==> config.mk <==
export PLATFORM = sky130hd
export DESIGN_NAME = cnn_conv_scheduler
export DESIGN_NICKNAME = d
export VERILOG_FILES = /design/src/rtl/cnn_conv_scheduler.sv
export SDC_FILE = /design/constraint.sdc
export NUM_CORES = 1
export LEC_CHECK = 0
export ABC_AREA = 1
export CAP_MARGIN = 20
export CELL_PAD_IN_SITES_DETAIL_PLACEMENT = 1
export CELL_PAD_IN_SITES_GLOBAL_PLACEMENT = 1
export CORE_MARGIN = 5
export CORE_UTILIZATION = 47
export CTS_CLUSTER_SIZE = 24
export DETAILED_ROUTE_END_ITERATION = 12
export GPL_ROUTABILITY_DRIVEN = 0
export MAX_ROUTING_LAYER = met4
export PLACE_DENSITY_LB_ADDON = 0.1
export SLEW_MARGIN = 20
export SYNTH_ARGS = -nofsm -noshare
export SYNTH_HDL_FRONTEND = slang
export SYNTH_SLANG_ARGS = --single-unit
==> constraint.sdc <==
create_clock -name clk_i -period 12.1 [get_ports clk_i]
set_clock_uncertainty 0.1 [all_clocks]
set_input_delay 2.42 -clock clk_i [delete_from_list [all_inputs] [get_ports clk_i]]
set_output_delay 2.42 -clock clk_i [all_outputs]
set_load 0.05 [all_outputs]
==> src/rtl/cnn_conv_scheduler.sv <==
`default_nettype none
// ============================================================================
// Module   : cnn_conv_scheduler
// Purpose  : Layer controller that issues buffer req/req_final per input channel
//            and gates window delivery to the MAC array.
// Revision : 1.0
// ============================================================================
module cnn_conv_scheduler #(
   parameter int KERNEL_WIDTH = 4,
   parameter int BUFFER_WIDTH = 64,
   parameter int BUFFER_DEPTH = 64,
   parameter int CH_W         = 6,
   parameter int CNT_W        = $clog2(BUFFER_WIDTH*BUFFER_DEPTH)+1
) (
   input  logic                            clk_i,
   input  logic                            rst_ni,
   input  logic                            cfg_valid_i,
   output logic                            cfg_ready_o,
   input  logic [KERNEL_WIDTH-1:0]         cfg_kernel_w_i,
   input  logic [KERNEL_WIDTH-1:0]         cfg_kernel_h_i,
   input  logic [$clog2(BUFFER_WIDTH)-1:0] cfg_width_i,
   input  logic [$clog2(BUFFER_DEPTH)-1:0] cfg_depth_i,
   input  logic [CH_W-1:0]                 cfg_channels_i,
   input  logic                            abort_i,
   output logic [KERNEL_WIDTH-1:0]         buf_kernel_width_o,
   output logic [KERNEL_WIDTH-1:0]         buf_kernel_height_o,
   output logic [$clog2(BUFFER_WIDTH)-1:0] buf_width_o,
   output logic [$clog2(BUFFER_DEPTH)-1:0] buf_depth_o,
   output logic                            buf_req_o,
   output logic                            buf_req_final_o,
   input  logic                            buf_window_valid_i,
   input  logic                            buf_window_finish_i,
   output logic                            buf_window_stall_o,
   output logic                            mac_valid_o,
   input  logic                            mac_ready_i,
   output logic                            mac_last_window_o,
   output logic                            mac_last_channel_o,
   output logic                            busy_o,
   output logic                            done_o,
   output logic                            err_o,
   output logic                            cfg_err_o
);

   localparam logic [2:0] ST_IDLE  = 3'd0;
   localparam logic [2:0] ST_CALC  = 3'd1;
   localparam logic [2:0] ST_START = 3'd2;
   localparam logic [2:0] ST_RUN   = 3'd3;
   localparam logic [2:0] ST_FINAL = 3'd4;
   localparam logic [2:0] ST_NEXT  = 3'd5;
   localparam logic [2:0] ST_DONE  = 3'd6;

   logic [2:0]                      state_q, state_d;
   logic [KERNEL_WIDTH-1:0]         kw_q, kh_q;
   logic [$clog2(BUFFER_WIDTH)-1:0] width_q;
   logic [$clog2(BUFFER_DEPTH)-1:0] depth_q;
   logic [CH_W-1:0]                 ch_lim_q, ch_idx_q;
   logic [CNT_W-1:0]                expected_q, wcnt_q;
   logic                            hang_q, abort_q, err_q, cfg_err_q;

   logic [31:0]      w_kw_ext, w_kh_ext, w_wlim, w_dlim;
   logic             w_cfg_hs, w_cfg_bad, w_run, w_full, w_hs;
   logic             w_over, w_early_fin, w_exit, w_last_ch, w_abort_take;
   logic [CNT_W-1:0] w_cols, w_rows;

   // Legality compares run at 32 bits so kernel and image widths never truncate.
   assign w_kw_ext  = 32'(cfg_kernel_w_i);
   assign w_kh_ext  = 32'(cfg_kernel_h_i);
   assign w_wlim    = 32'(cfg_width_i) + 32'd1;
   assign w_dlim    = 32'(cfg_depth_i) + 32'd1;
   assign w_cfg_bad = (cfg_kernel_w_i == '0) || (cfg_kernel_h_i == '0) ||
                      (cfg_channels_i == '0) || (w_kw_ext > w_wlim) || (w_kh_ext > w_dlim);
   assign w_cfg_hs  = cfg_valid_i && (state_q == ST_IDLE);

   assign w_cols = CNT_W'(width_q) + CNT_W'(2) - CNT_W'(kw_q);
   assign w_rows = CNT_W'(depth_q) + CNT_W'(2) - CNT_W'(kh_q);

   assign w_run        = (state_q == ST_RUN);
   assign w_full       = (wcnt_q == expected_q);
   assign w_hs         = mac_valid_o && mac_ready_i;
   assign w_over       = w_run && buf_window_valid_i && w_full;
   assign w_early_fin  = w_run && buf_window_finish_i && (wcnt_q < expected_q);
   assign w_exit       = w_run && buf_window_finish_i && w_full && !hang_q;
   assign w_last_ch    = (ch_idx_q == ch_lim_q - CH_W'(1));
   assign w_abort_take = abort_i && ((state_q == ST_CALC) || (state_q == ST_START) ||
                                     (state_q == ST_RUN)  || (state_q == ST_NEXT));

   always_comb begin
      state_d = state_q;
      case (state_q)
         ST_IDLE:  if (w_cfg_hs && !w_cfg_bad) state_d = ST_CALC;
         ST_CALC:  state_d = ST_START;
         ST_START: state_d = ST_RUN;
         ST_RUN:   if (w_exit) state_d = ST_FINAL;
         ST_FINAL: state_d = abort_q ? ST_IDLE : ST_NEXT;
         ST_NEXT:  state_d = w_last_ch ? ST_DONE : ST_START;
         ST_DONE:  state_d = ST_IDLE;
         default:  state_d = ST_IDLE;
      endcase
      if (w_abort_take) state_d = ST_FINAL;
   end

   always_ff @(posedge clk_i or negedge rst_ni) begin
      if (!rst_ni) begin
         state_q    <= ST_IDLE;
         kw_q       <= '0;
         kh_q       <= '0;
         width_q    <= '0;
         depth_q    <= '0;
         ch_lim_q   <= '0;
         ch_idx_q   <= '0;
         expected_q <= '0;
         wcnt_q     <= '0;
         hang_q     <= 1'b0;
         abort_q    <= 1'b0;
         err_q      <= 1'b0;
         cfg_err_q  <= 1'b0;
      end else begin
         state_q   <= state_d;
         cfg_err_q <= w_cfg_hs && w_cfg_bad;
         if (w_cfg_hs && !w_cfg_bad) begin
            kw_q     <= cfg_kernel_w_i;
            kh_q     <= cfg_kernel_h_i;
            width_q  <= cfg_width_i;
            depth_q  <= cfg_depth_i;
            ch_lim_q <= cfg_channels_i;
            ch_idx_q <= '0;
            err_q    <= 1'b0;
         end
         if (state_q == ST_CALC) expected_q <= w_cols * w_rows;
         if (state_q == ST_START) begin
            wcnt_q <= '0;
            hang_q <= 1'b0;
         end else if (w_hs) begin
            wcnt_q <= wcnt_q + CNT_W'(1);
         end
         // An early finish locks the channel in RUN until abort.
         if (w_early_fin) hang_q <= 1'b1;
         if (w_over || w_early_fin) err_q <= 1'b1;
         if ((state_q == ST_NEXT) && !w_last_ch && !w_abort_take) ch_idx_q <= ch_idx_q + CH_W'(1);
         if (w_abort_take) abort_q <= 1'b1;
         else if (state_q == ST_FINAL) abort_q <= 1'b0;
      end
   end

   assign cfg_ready_o         = (state_q == ST_IDLE);
   assign busy_o              = (state_q != ST_IDLE);
   assign buf_req_o           = (state_q == ST_START);
   assign buf_req_final_o     = (state_q == ST_FINAL);
   assign done_o              = (state_q == ST_DONE);
   assign err_o               = err_q;
   assign cfg_err_o           = cfg_err_q;
   assign buf_kernel_width_o  = kw_q;
   assign buf_kernel_height_o = kh_q;
   assign buf_width_o         = width_q;
   assign buf_depth_o         = depth_q;
   assign mac_valid_o         = w_run && buf_window_valid_i && !w_full;
   assign buf_window_stall_o  = w_run ? !mac_ready_i : 1'b1;
   assign mac_last_window_o   = mac_valid_o && (wcnt_q == expected_q - CNT_W'(1));
   assign mac_last_channel_o  = mac_valid_o && w_last_ch;

endmodule
`default_nettype wire

==> metrics.md <==
| Metric | Value |
|---|---|
| Starting Density | `0.484` |
| Register area share after synthesis | `0.240` |
| Diode count | `0` |
| First-pass GRT wire length | `31.8 mm` |
| Hold depth | `2` |
| Setup TNS | `0 ns` |
| Clock transition at the registers of the reported paths | `0.06 ns` |
| CTS buffer count | `9` |
| Critical Path Sink Type | `primary output` |
| Die area | `about 17,000 um^2` |
| Residual DRC | `0` |
| Hold-fix buffers, CTS | `0` |
| Slew @ Worst Pin | `0.880 ns` |
| CTS tree | `yes` |
| 1st-iter DRT viols | `~210` |
| Crit path largest cell delay | `about 0.81 ns` |
| Crit Path Category | `in -> out` |
| Min cycle time layout | `7.02 ns` |
| Syn_nets | `1,029` |
| Crit path max fanout | `3` |
| Setup bufs post-CTS | `0` |
| GRT Overall Usage | `0.244` |
| Max-Cap Viols | `0` |
| Total Nets Final | `roughly 1,100` |
| Final WS setup | `between 5 and 6 ns` |
| Wire per inst | `16.3 um` |
| Grt total ovfl | `0` |
| Worst EP arrival | `4.50 ns` |
| Core Box Area | `around 14,000 um^2` |
| Die height | `roughly 130 um` |
| Htree depth | `3` |
| Clock root buffer | `clkbuf_16` |
| CP cell instances | `clkdlybuf4s50_1, nand2_2, clkinv_2, nand2_2, inv_1, nand4_1, nor2_1, nand4_1, nor2_1, clkdlybuf4s50_1` |
| Worst skew pair latency | `0.34 ns` |
| Number of global-route vias before repair | `just under 7,000` |
| Synth area leader | `dfrtp_1` |
| Top cells by area, synth | `dfrtp_1 24%, fa_1 13%, ha_1 13%` |
| Via density per instance | `around 5.3` |
| R2r startpoint | `buf_depth_o[1]$_DFFE_PN0P_` |
| I/O Pins | `64` |
| Initial antenna violation count | `0` |
| Post-cts resize count | `0` |
| Deepest clock path buffer count | `2` |
| HP Class | `reg -> reg` |
| Multi-input logic area | `4330 um^2` |
| Final Max Tran Viols | `0` |
| Status | `complete, no violations` |
| Reg-to-reg critical path endpoint | `expected_q[12]$_DFFE_PN0N_` |
| DR vias | `between 5,000 and 6,000` |
| Crit-path slowest cell | `clkdlybuf4s50_1` |
| RSZ-0062 raised after global routing | `no` |
| FF-to-FF setup slack | `between 6 and 7 ns` |
| Post-synth cell types | `48` |
| Port Buffers | `between 60 and 70` |
| Worst reg2reg path depth | `27` |
| Sequential Area | `1630 um^2` |
| Hold Crit Start | `hang_q$_DFFE_PN0P_` |
| DRT Pass-1 Iters | `4` |
| Worst Hold End | `hang_q$_DFFE_PN0P_` |
| Layout area overhead | `16.0%` |
| Largest net degree at the start of global routing | `66` |
| Site Rows | `43` |
| Final wirelength | `between 15 and 20 mm` |
| Yosys warns | `0` |
| Cell Area, Synth | `between 6000 and 7000 um^2` |
| Final Hold Violating Endpoints | `0` |
| Rel. slew slack | `0.413` |
| FILL cells | `about 1,800` |
| Most frequent cells in the layout | `189 x inv_1, 147 x nand2_1, 98 x nor2_1` |
| Worst EP required | `between 9 and 10 ns` |
| Layout cells sized above 1 | `0.0549` |
| Setup Viol. Count Final | `0` |
| Critical Path Start Type | `input port` |
| Yosys top cell area share | `0.240` |
| Syn_area_per_cell | `7.70 um^2` |
| Final period util | `0.580` |
| Fmax | `0.142 GHz` |
| Mapped Cells | `about 880` |
| Post-DRT Antenna Nets | `0` |
| Seq cells post-synth | `65` |
| Chip width | `130 um` |
| CTS sink cnt | `between 60 and 70` |
| Detail Placement HPWL | `~15 mm` |
| Setup WS pre-CTS | `between 5 and 6 ns` |
| Most common cell after layout, fill and taps aside | `inv_1` |
## cell families (layout without fill, tap and decap cells)
family | count (synthesis) | count (layout) | share of synthesized area
compound gates | 105 | 105 | 0.0900
xor+xnor | 46 | 46 | 0.0595
fa+ha+maj | 117 | 117 | 0.266
buf+inv | 206 | 275 | 0.120
flops | 65 | 65 | 0.240
simple gates | 340 | 340 | 0.224
## metal layers
| layer | global-route usage | part of all wire | vias up |
|---|---|---|---|
| met5 | - | 0 | - |
| met4 | 0.0752 | 0.024 | 0 |
| met3 | 0.0422 | 0.040 | 37 |
| met2 | 0.429 | 0.51 | 103 |
| met1 | 0.285 | 0.42 | 2955 |
| li1 | - | - | 2876 |
## area by class of cell
type / count / area share
clock buffers: 9 / 0.0287
well taps: 180 / 0.0287
inverters: 194 / 0.0929
repair buffers: 65 / 0.0816
multi-input cells: 608 / 0.551
clock inverters: 7 / 0.00956
flip-flops and latches: 65 / 0.207
## synth_stat cells, drive strengths merged
cell type / number
fa: 45
o22ai: 3
a21o: 2
nand2: 152
nor3: 8
nand3b: 3
or3: 1
o211ai: 1
clkinv: 1
dfrtp: 65
nor4: 5
clkbuf: 5
and2: 2
nor2: 102
buf: 7
nor3b: 2
xnor2: 16
ha: 72
a31oi: 3
nand3: 50
or2: 2
o2111ai: 1
xor2: 30
inv: 193
nand4: 13
o311a: 1
o31ai: 4
a221oi: 1
o21ai: 48
o21a: 3
a21oi: 37
o211a: 1
## worst max-delay path by stage
stage / startpoint / end / cells past startpoint / slack (ns)
floorplan: buf_window_valid_i / mac_last_window_o / 8 / 5.69
global placement: buf_window_valid_i / mac_last_window_o / 10 / 5.11
detailed placement: buf_window_valid_i / mac_last_window_o / 10 / 5.10
CTS: buf_window_valid_i / mac_last_window_o / 10 / 5.05
global route: buf_window_valid_i / mac_last_window_o / 10 / 4.92
finish: buf_window_valid_i / mac_last_window_o / 10 / 5.08
## state kept, by name (all words and copies together) (netlist names), 3 cells and up
signal               cells
buf_depth_o              6
buf_kernel_height_o      4
buf_kernel_width_o       4
buf_width_o              6
ch_idx_q                 6
ch_lim_q                 6
expected_q              13
state_q                  3
wcnt_q                  13
## per-stage QoR
| stage | util | std cells | area (um^2) | hold WS (ns) |
|---|---|---|---|---|
| CTS | 0.561 | 1128 | 7850 | 0.412 |
| floorplan | - | 879 | 6770 | 0.353 |
| global placement | 0.540 | 1112 | 7550 | 0.368 |
| global route | 0.561 | 1128 | 7850 | 0.432 |
| finish | 0.561 | 1128 | 7850 | 0.414 |
| detailed placement | 0.540 | 1112 | 7550 | 0.389 |
## worst max-delay path, delay by kind of cell
family / cells / cell delay (ns)
buffers and inverters: 4 / 1.44
AND/OR/NAND/NOR: 6 / 0.65
Power is left out: the tool's default activity adds up to more than one toggle a clock period on the data nets, which glitch-free logic cannot reach.
